### src/rtl/sys_cmd_decoder_if.sv
// Byte stream in from the RX synchroniser and register-file / ALU control strobes out.
// The decoder takes the slave side; whoever feeds bytes and consumes strobes takes master.
interface sys_cmd_decoder_if #(
  parameter int DATA_WIDTH = 8,
  parameter int ADDR_WIDTH = 4,
  parameter int FUN_WIDTH  = 4
);
  logic [DATA_WIDTH-1:0] rx_data;
  logic                  rx_valid;
  logic                  rf_wr_en;
  logic                  rf_rd_en;
  logic [ADDR_WIDTH-1:0] rf_addr;
  logic [DATA_WIDTH-1:0] rf_wr_data;
  logic                  alu_en;
  logic [FUN_WIDTH-1:0]  alu_fun;
  logic                  frame_done;
  logic                  cmd_err;

  modport master (
    output rx_data, rx_valid,
    input  rf_wr_en, rf_rd_en, rf_addr, rf_wr_data, alu_en, alu_fun, frame_done, cmd_err
  );

  modport slave (
    input  rx_data, rx_valid,
    output rf_wr_en, rf_rd_en, rf_addr, rf_wr_data, alu_en, alu_fun, frame_done, cmd_err
  );
endinterface

### src/rtl/sys_cmd_decoder.sv
// Command-frame parser: each accepted byte yields registered strobes one cycle later; no backpressure.
// SYS_CMD_DECODER_TIMEOUT_EN adds a mid-frame idle timeout that aborts the frame with cmd_err.
module sys_cmd_decoder #(
  parameter int DATA_WIDTH     = 8,
  parameter int ADDR_WIDTH     = 4,
  parameter int FUN_WIDTH      = 4,
  parameter int TIMEOUT_CYCLES = 1024
) (
  input  logic             clk,
  input  logic             rst,
  sys_cmd_decoder_if.slave bus
);

  localparam logic [DATA_WIDTH-1:0] CMD_WR     = DATA_WIDTH'(8'hAA);
  localparam logic [DATA_WIDTH-1:0] CMD_RD     = DATA_WIDTH'(8'hBB);
  localparam logic [DATA_WIDTH-1:0] CMD_ALU    = DATA_WIDTH'(8'hCC);
  localparam logic [DATA_WIDTH-1:0] CMD_ALU_NO = DATA_WIDTH'(8'hDD);

  if (TIMEOUT_CYCLES < 2) begin : g_bad_timeout
    $error("sys_cmd_decoder: TIMEOUT_CYCLES must be >= 2");
  end

  typedef enum logic [2:0] {
    S_IDLE,
    S_WR_ADDR,
    S_WR_DATA,
    S_RD_ADDR,
    S_ALU_OPA,
    S_ALU_OPB,
    S_ALU_FUN
  } state_e;

  state_e                state_q, state_d;
  logic [ADDR_WIDTH-1:0] addr_cap_q, addr_cap_d;
  logic                  rf_wr_en_q, rf_wr_en_d;
  logic                  rf_rd_en_q, rf_rd_en_d;
  logic [ADDR_WIDTH-1:0] rf_addr_q, rf_addr_d;
  logic [DATA_WIDTH-1:0] rf_wr_data_q, rf_wr_data_d;
  logic                  alu_en_q, alu_en_d;
  logic [FUN_WIDTH-1:0]  alu_fun_q, alu_fun_d;
  logic                  frame_done_q, frame_done_d;
  logic                  cmd_err_q, cmd_err_d;

  logic                  byte_vld;
  logic [DATA_WIDTH-1:0] byte_dat;

  assign byte_vld = bus.rx_valid;
  assign byte_dat = bus.rx_data;

`ifdef SYS_CMD_DECODER_TIMEOUT_EN
  localparam int CNT_W = $clog2(TIMEOUT_CYCLES);
  localparam logic [CNT_W-1:0] CNT_LAST = CNT_W'(TIMEOUT_CYCLES - 1);

  logic [CNT_W-1:0] tmo_cnt_q, tmo_cnt_d;
  logic             tmo_hit;

  // A byte arriving in the last tolerated cycle still wins over the timeout.
  assign tmo_hit = (state_q != S_IDLE) && !byte_vld && (tmo_cnt_q == CNT_LAST);

  always_comb begin
    tmo_cnt_d = tmo_cnt_q + CNT_W'(1);
    if (byte_vld || state_q == S_IDLE || tmo_hit) begin
      tmo_cnt_d = '0;
    end
  end

  always_ff @(posedge clk) begin
    if (rst) begin
      tmo_cnt_q <= '0;
    end else begin
      tmo_cnt_q <= tmo_cnt_d;
    end
  end
`endif

  always_comb begin
    state_d      = state_q;
    addr_cap_d   = addr_cap_q;
    rf_wr_en_d   = 1'b0;
    rf_rd_en_d   = 1'b0;
    rf_addr_d    = rf_addr_q;
    rf_wr_data_d = rf_wr_data_q;
    alu_en_d     = 1'b0;
    alu_fun_d    = alu_fun_q;
    frame_done_d = 1'b0;
    cmd_err_d    = 1'b0;

    if (byte_vld) begin
      unique case (state_q)
        S_IDLE: begin
          if (byte_dat == CMD_WR) begin
            state_d = S_WR_ADDR;
          end else if (byte_dat == CMD_RD) begin
            state_d = S_RD_ADDR;
          end else if (byte_dat == CMD_ALU) begin
            state_d = S_ALU_OPA;
          end else if (byte_dat == CMD_ALU_NO) begin
            state_d = S_ALU_FUN;
          end else begin
            cmd_err_d = 1'b1;
          end
        end
        S_WR_ADDR: begin
          addr_cap_d = byte_dat[ADDR_WIDTH-1:0];
          state_d    = S_WR_DATA;
        end
        S_WR_DATA: begin
          rf_wr_en_d   = 1'b1;
          rf_addr_d    = addr_cap_q;
          rf_wr_data_d = byte_dat;
          frame_done_d = 1'b1;
          state_d      = S_IDLE;
        end
        S_RD_ADDR: begin
          rf_rd_en_d   = 1'b1;
          rf_addr_d    = byte_dat[ADDR_WIDTH-1:0];
          frame_done_d = 1'b1;
          state_d      = S_IDLE;
        end
        // ALU operands land in the two lowest registers before the ALU is started.
        S_ALU_OPA: begin
          rf_wr_en_d   = 1'b1;
          rf_addr_d    = ADDR_WIDTH'(0);
          rf_wr_data_d = byte_dat;
          state_d      = S_ALU_OPB;
        end
        S_ALU_OPB: begin
          rf_wr_en_d   = 1'b1;
          rf_addr_d    = ADDR_WIDTH'(1);
          rf_wr_data_d = byte_dat;
          state_d      = S_ALU_FUN;
        end
        S_ALU_FUN: begin
          alu_en_d     = 1'b1;
          alu_fun_d    = byte_dat[FUN_WIDTH-1:0];
          frame_done_d = 1'b1;
          state_d      = S_IDLE;
        end
        default: begin
          state_d = S_IDLE;
        end
      endcase
`ifdef SYS_CMD_DECODER_TIMEOUT_EN
    end else if (tmo_hit) begin
      state_d   = S_IDLE;
      cmd_err_d = 1'b1;
`endif
    end
  end

  always_ff @(posedge clk) begin
    if (rst) begin
      state_q      <= S_IDLE;
      addr_cap_q   <= '0;
      rf_wr_en_q   <= 1'b0;
      rf_rd_en_q   <= 1'b0;
      rf_addr_q    <= '0;
      rf_wr_data_q <= '0;
      alu_en_q     <= 1'b0;
      alu_fun_q    <= '0;
      frame_done_q <= 1'b0;
      cmd_err_q    <= 1'b0;
    end else begin
      state_q      <= state_d;
      addr_cap_q   <= addr_cap_d;
      rf_wr_en_q   <= rf_wr_en_d;
      rf_rd_en_q   <= rf_rd_en_d;
      rf_addr_q    <= rf_addr_d;
      rf_wr_data_q <= rf_wr_data_d;
      alu_en_q     <= alu_en_d;
      alu_fun_q    <= alu_fun_d;
      frame_done_q <= frame_done_d;
      cmd_err_q    <= cmd_err_d;
    end
  end

  assign bus.rf_wr_en   = rf_wr_en_q;
  assign bus.rf_rd_en   = rf_rd_en_q;
  assign bus.rf_addr    = rf_addr_q;
  assign bus.rf_wr_data = rf_wr_data_q;
  assign bus.alu_en     = alu_en_q;
  assign bus.alu_fun    = alu_fun_q;
  assign bus.frame_done = frame_done_q;
  assign bus.cmd_err    = cmd_err_q;

endmodule

### src/flat_wrapper.sv
// flat-port wrapper written by rule: the top's interface ports become plain ports
module sys_cmd_decoder_flat 
#(
  parameter int DATA_WIDTH     = 8,
  parameter int ADDR_WIDTH     = 4,
  parameter int FUN_WIDTH      = 4,
  parameter int TIMEOUT_CYCLES = 1024
)
  (clk, rst, bus_rx_data, bus_rx_valid, bus_rf_wr_en, bus_rf_rd_en, bus_rf_addr, bus_rf_wr_data, bus_alu_en, bus_alu_fun, bus_frame_done, bus_cmd_err);
  sys_cmd_decoder_if #(.DATA_WIDTH(DATA_WIDTH), .ADDR_WIDTH(ADDR_WIDTH), .FUN_WIDTH(FUN_WIDTH)) bus_i ();
  input  logic clk;
  input  logic rst;
  input wire logic [$bits(bus_i.rx_data)-1:0] bus_rx_data;
  input wire logic [$bits(bus_i.rx_valid)-1:0] bus_rx_valid;
  output wire logic [$bits(bus_i.rf_wr_en)-1:0] bus_rf_wr_en;
  output wire logic [$bits(bus_i.rf_rd_en)-1:0] bus_rf_rd_en;
  output wire logic [$bits(bus_i.rf_addr)-1:0] bus_rf_addr;
  output wire logic [$bits(bus_i.rf_wr_data)-1:0] bus_rf_wr_data;
  output wire logic [$bits(bus_i.alu_en)-1:0] bus_alu_en;
  output wire logic [$bits(bus_i.alu_fun)-1:0] bus_alu_fun;
  output wire logic [$bits(bus_i.frame_done)-1:0] bus_frame_done;
  output wire logic [$bits(bus_i.cmd_err)-1:0] bus_cmd_err;
  assign bus_i.rx_data = bus_rx_data;
  assign bus_i.rx_valid = bus_rx_valid;
  assign bus_rf_wr_en = bus_i.rf_wr_en;
  assign bus_rf_rd_en = bus_i.rf_rd_en;
  assign bus_rf_addr = bus_i.rf_addr;
  assign bus_rf_wr_data = bus_i.rf_wr_data;
  assign bus_alu_en = bus_i.alu_en;
  assign bus_alu_fun = bus_i.alu_fun;
  assign bus_frame_done = bus_i.frame_done;
  assign bus_cmd_err = bus_i.cmd_err;
  sys_cmd_decoder #(.DATA_WIDTH(DATA_WIDTH), .ADDR_WIDTH(ADDR_WIDTH), .FUN_WIDTH(FUN_WIDTH), .TIMEOUT_CYCLES(TIMEOUT_CYCLES)) u_core (.clk(clk), .rst(rst), .bus(bus_i));
endmodule
### config.mk
export PLATFORM = sky130hd
export DESIGN_NAME = sys_cmd_decoder_flat
export DESIGN_NICKNAME = d
export VERILOG_FILES = /design/src/rtl/sys_cmd_decoder_if.sv /design/src/rtl/sys_cmd_decoder.sv /design/src/flat_wrapper.sv
export SDC_FILE = /design/constraint.sdc
export NUM_CORES = 1
export LEC_CHECK = 0
export BUFFER_PORTS_ARGS = -buffer_cell sky130_fd_sc_hd__buf_4
export CAP_MARGIN = 10
export CORE_MARGIN = 1.5
export CORE_UTILIZATION = 55
export CTS_CLUSTER_DIAMETER = 100
export DETAILED_ROUTE_END_ITERATION = 7
export GPL_TIMING_DRIVEN = 0
export PLACE_DENSITY = 0.89
export SKIP_CTS_REPAIR_TIMING = 1
export SLEW_MARGIN = 20
export SYNTH_ARGS = -nofsm -noshare
export SYNTH_HDL_FRONTEND = slang
export SYNTH_SLANG_ARGS = --single-unit
### constraint.sdc
create_clock -name clk -period 3.2 [get_ports clk]
set_clock_uncertainty 0.15 [all_clocks]
set_input_delay 0.48 -clock clk [delete_from_list [all_inputs] [get_ports clk]]
set_output_delay 0.48 -clock clk [all_outputs]
set_load 0.005 [all_outputs]
==> metrics.csv <==
stage,metric,value,unit
setup_path,Crit path largest cell delay,0.46,ns
global_routing,first-pass GRT wire length,4780,microns
final_layout,Finished Layout Cells,192,
clocking,clock tree buffer depth,2,
detailed_routing,DRC viols,0,
synthesis,adder-cell share of the synthesized area,0,%
detailed_routing,Routed WL,2870,microns
power_and_ir_drop,Comb pwr share,17.4,%
global_routing,largest net degree at the start of global routing,17,
final_layout,Multi-input gate area,596,sq um
setup_path,CP Launch Type,flop,
power_and_ir_drop,sw frac,24.9,%
clocking,clock latency on the worst-skew pair,0.33,ns
global_routing,GRT Residual Overflow,0,
power_and_ir_drop,P_sw,183,uW
sta,Max Fclk,634,MHz
global_routing,vias in the first global route,1041,
setup_path,critical path required time,3.28,ns
power_and_ir_drop,P_leak,0.690,nW
sta,final hold violation count,0,
synthesis,Yosys warning count,0,
final_layout,"most common cell after layout, fill and taps aside",buf_4,
synthesis,mux cell area share after synthesis,13.8,%
setup_path,crit-path leading delay family,simple AND/OR/NAND/NOR gates,
detailed_routing,drt pass-1 iters,4,
final_layout,proportion of layout cells with a drive suffix above 1,28.5,%
sta,Tmin final,1.58,ns
clocking,Sink Count,28,
final_layout,n_diodes,0,
power_and_ir_drop,Seq pwr share,51.0,%
synthesis,synthesized area,1240,sq um
place,Inst Count DP,188,
power_and_ir_drop,Total Power,737,uW
global_routing,GRT Util Overall,25.0,%
synthesis,Syn Area/Cell,9.44,sq um
sta,relative slew slack,70.0,%
setup_path,Critical path buffers and inverters,1,
synthesis,leading area contributor after synthesis,dfxtp_1,
clocking,H-tree depth,1,
synthesis,"flops & latches, synth",28,
final_layout,Fillers,151,
setup_path,Critical Path Fanout Max,7,
synthesis,Post-synth EDFFs,0,
synthesis,largest family of logic cells by synthesized area,simple AND/OR/NAND/NOR gates,
clocking,total CTS buffers,3,
detailed_routing,Avg WL per Cell,15.0,microns
sta,Slew @ Worst Pin,0.448,ns
detailed_routing,DR iter-0 viols,41,
final_layout,NumNets Final,177,
floorplanning,Die Area,2540,sq um
synthesis,Yosys top cell area share,45.3,%
sta,unrepaired setup endpoints after global routing,no,
power_and_ir_drop,Pwr Density,476,nW/um^2
min_path,Worst Hold Class,in -> reg,
global_routing,initial antenna violation count,0,
setup_path,critical path data arrival time,1.66,ns
status,outcome,completed,
final_layout,register area,561,sq um
synthesis,xor/xnor share of the synthesized area,1.42,%
synthesis,Compound-Gate Fraction of Synth Area,15.5,%
detailed_routing,Routed Antenna Nets,0,
setup_path,Slowest cell on crit path,dfxtp_1,
floorplanning,starting density of the core,60.5,%
synthesis,"Net Count, Synth",142,
setup_path,sequence of cells on the critical path,nand2_1 -> or3_1 -> buf_2 -> mux2i_1 -> nor2_1,
power_and_ir_drop,peak supply drop,0.383,mV
clocking,clock-pin slew on the worst setup and hold paths,0.15,ns
synthesis,simple-gate share of the synthesized area,17.5,%
floorplanning,die span in x,50.4,microns
sta,setup violators final,0,
place,routability cong.,0.858,
clocking,CTS tree,built,
synthesis,Synth cell types,36,
floorplanning,total core area,2040,sq um
setup_path,WS Path Type,reg -> reg,
floorplanning,# rows,16,
floorplanning,Ports,32,
final_layout,most frequent cells in the layout,"buf_4 (31), dfxtp_1 (28), nor2_1 (24), mux2i_1 (17), nand2_1 (10)",
sta,Setup TNS,0,ns
synthesis,sequential element share of the synthesized area,45.3,%
flow_run,max_cap viols,0,
final_layout,area grow syn2layout,25.2,%
power_and_ir_drop,clock power share,31.6,%
setup_path,Crit. End Element,flop,
place,port buffer count,30,
detailed_routing,Vias per Instance,5.81,
sta,max-slew violations,0,
synthesis,asr flop ratio synth,0,%
clocking,Clock Tree Root,clkbuf_4,
sta,worst hold slack,0.214,ns
sta,final worst-path cycle share,49.3,%
power_and_ir_drop,total internal power,554,uW
synthesis,synthesized instance count,131,
synthesis,top_reg_cell synth,dfxtp_1,
detailed_routing,via count,1115,
synthesis,"top cells by area, synth","dfxtp_1 (45%), mux2i_1 (14%), nor2_1 (7.3%)",
floorplanning,die height,50.4,microns
place,hpwl dp,2030,microns
flip-flops by register name, indices dropped and copies added, names as in the netlist:
name / count
u_core.addr_cap_q: 4
u_core.bus.alu_en: 1
u_core.bus.alu_fun: 4
u_core.bus.cmd_err: 1
u_core.bus.frame_done: 1
u_core.bus.rf_addr: 4
u_core.bus.rf_rd_en: 1
u_core.bus.rf_wr_data: 8
u_core.bus.rf_wr_en: 1
u_core.state_q: 3
final timing paths:
kind / to / slack (ns) / startpoint / depth (start not counted)
setup / recovery: u_core.bus.alu_fun[2] / 1.62 / u_core.state_q[1] / 5
hold / removal: u_core.bus.rf_addr[2] / 0.21 / rst / 2
setup reg to reg: u_core.bus.alu_fun[2] / 1.62 / u_core.state_q[1] / 5
hold reg to reg: u_core.bus.rf_addr[2] / 0.36 / u_core.bus.rf_addr[2] / 2
cells by family (layout without fill, tap and decap cells):
| logic type | Yosys count | count (layout) |
|---|---|---|
| simple gates | 46 | 46 |
| buf+inv | 12 | 46 |
| mux | 17 | 17 |
| compound gates | 26 | 26 |
| flops | 28 | 28 |
| xor+xnor | 2 | 2 |
layout make-up:
| class | count | share of cell area [%] |
|---|---|---|
| Multi-Input combinational cell | 91 | 38.5 |
| Sequential cell | 28 | 36.2 |
| Timing Repair Buffer | 30 | 14.6 |
| Buffer | 9 | 4.45 |
| Tap cell | 27 | 2.18 |
| Clock inverter | 1 | 1.94 |
| Clock buffer | 3 | 1.46 |
| Inverter | 3 | 0.728 |
per-layer routing:
metal / track usage [%] / routed length [microns] / vias to the layer above
li1: - / - / 528
met1: 30.8 / 1140 / 518
met2: 42.3 / 1440 / 59
met3: 3.87 / 213 / 10
met4: 12.6 / 75 / 0
met5: 0 / 0 / -
worst register-to-register path, stage by stage, from the launching register on:
cell     delay, ns
dfxtp_1       0.46
nand2_1       0.14
or3_1         0.33
buf_2         0.18
mux2i_1       0.16
nor2_1        0.05
per-stage QoR:
step	instance area, sq um	setup slack [ns]	util (%)
3_3_place_gp	1500	1.44	73.2
2_1_floorplan	1240	1.64	-
4_1_cts	1550	1.63	75.8
6_report	1550	1.62	75.8
5_1_grt	1550	1.51	75.8
3_5_place_dp	1500	1.37	73.2
power groups by stage:
| stage | Sequential, mW | Clock, mW | Combinational [mW] |
|---|---|---|---|
| floorplan | 0.382 | 0 | 0.0764 |
| global placement | 0.382 | 0 | 0.121 |
| detailed placement | 0.383 | 0 | 0.127 |
| CTS | 0.375 | 0.236 | 0.128 |
| global route | 0.377 | 0.247 | 0.140 |
| finish | 0.376 | 0.233 | 0.128 |
cells in the mapped netlist (all sizes together), types with 3 or more instances:
library cell	instances
clkbuf	4
a22oi	3
nor2	25
buf	5
inv	3
mux2i	17
a21oi	4
a211oi	5
dfxtp	28
o21ai	5
nand2	10
(Power assumes the default switching activity.)
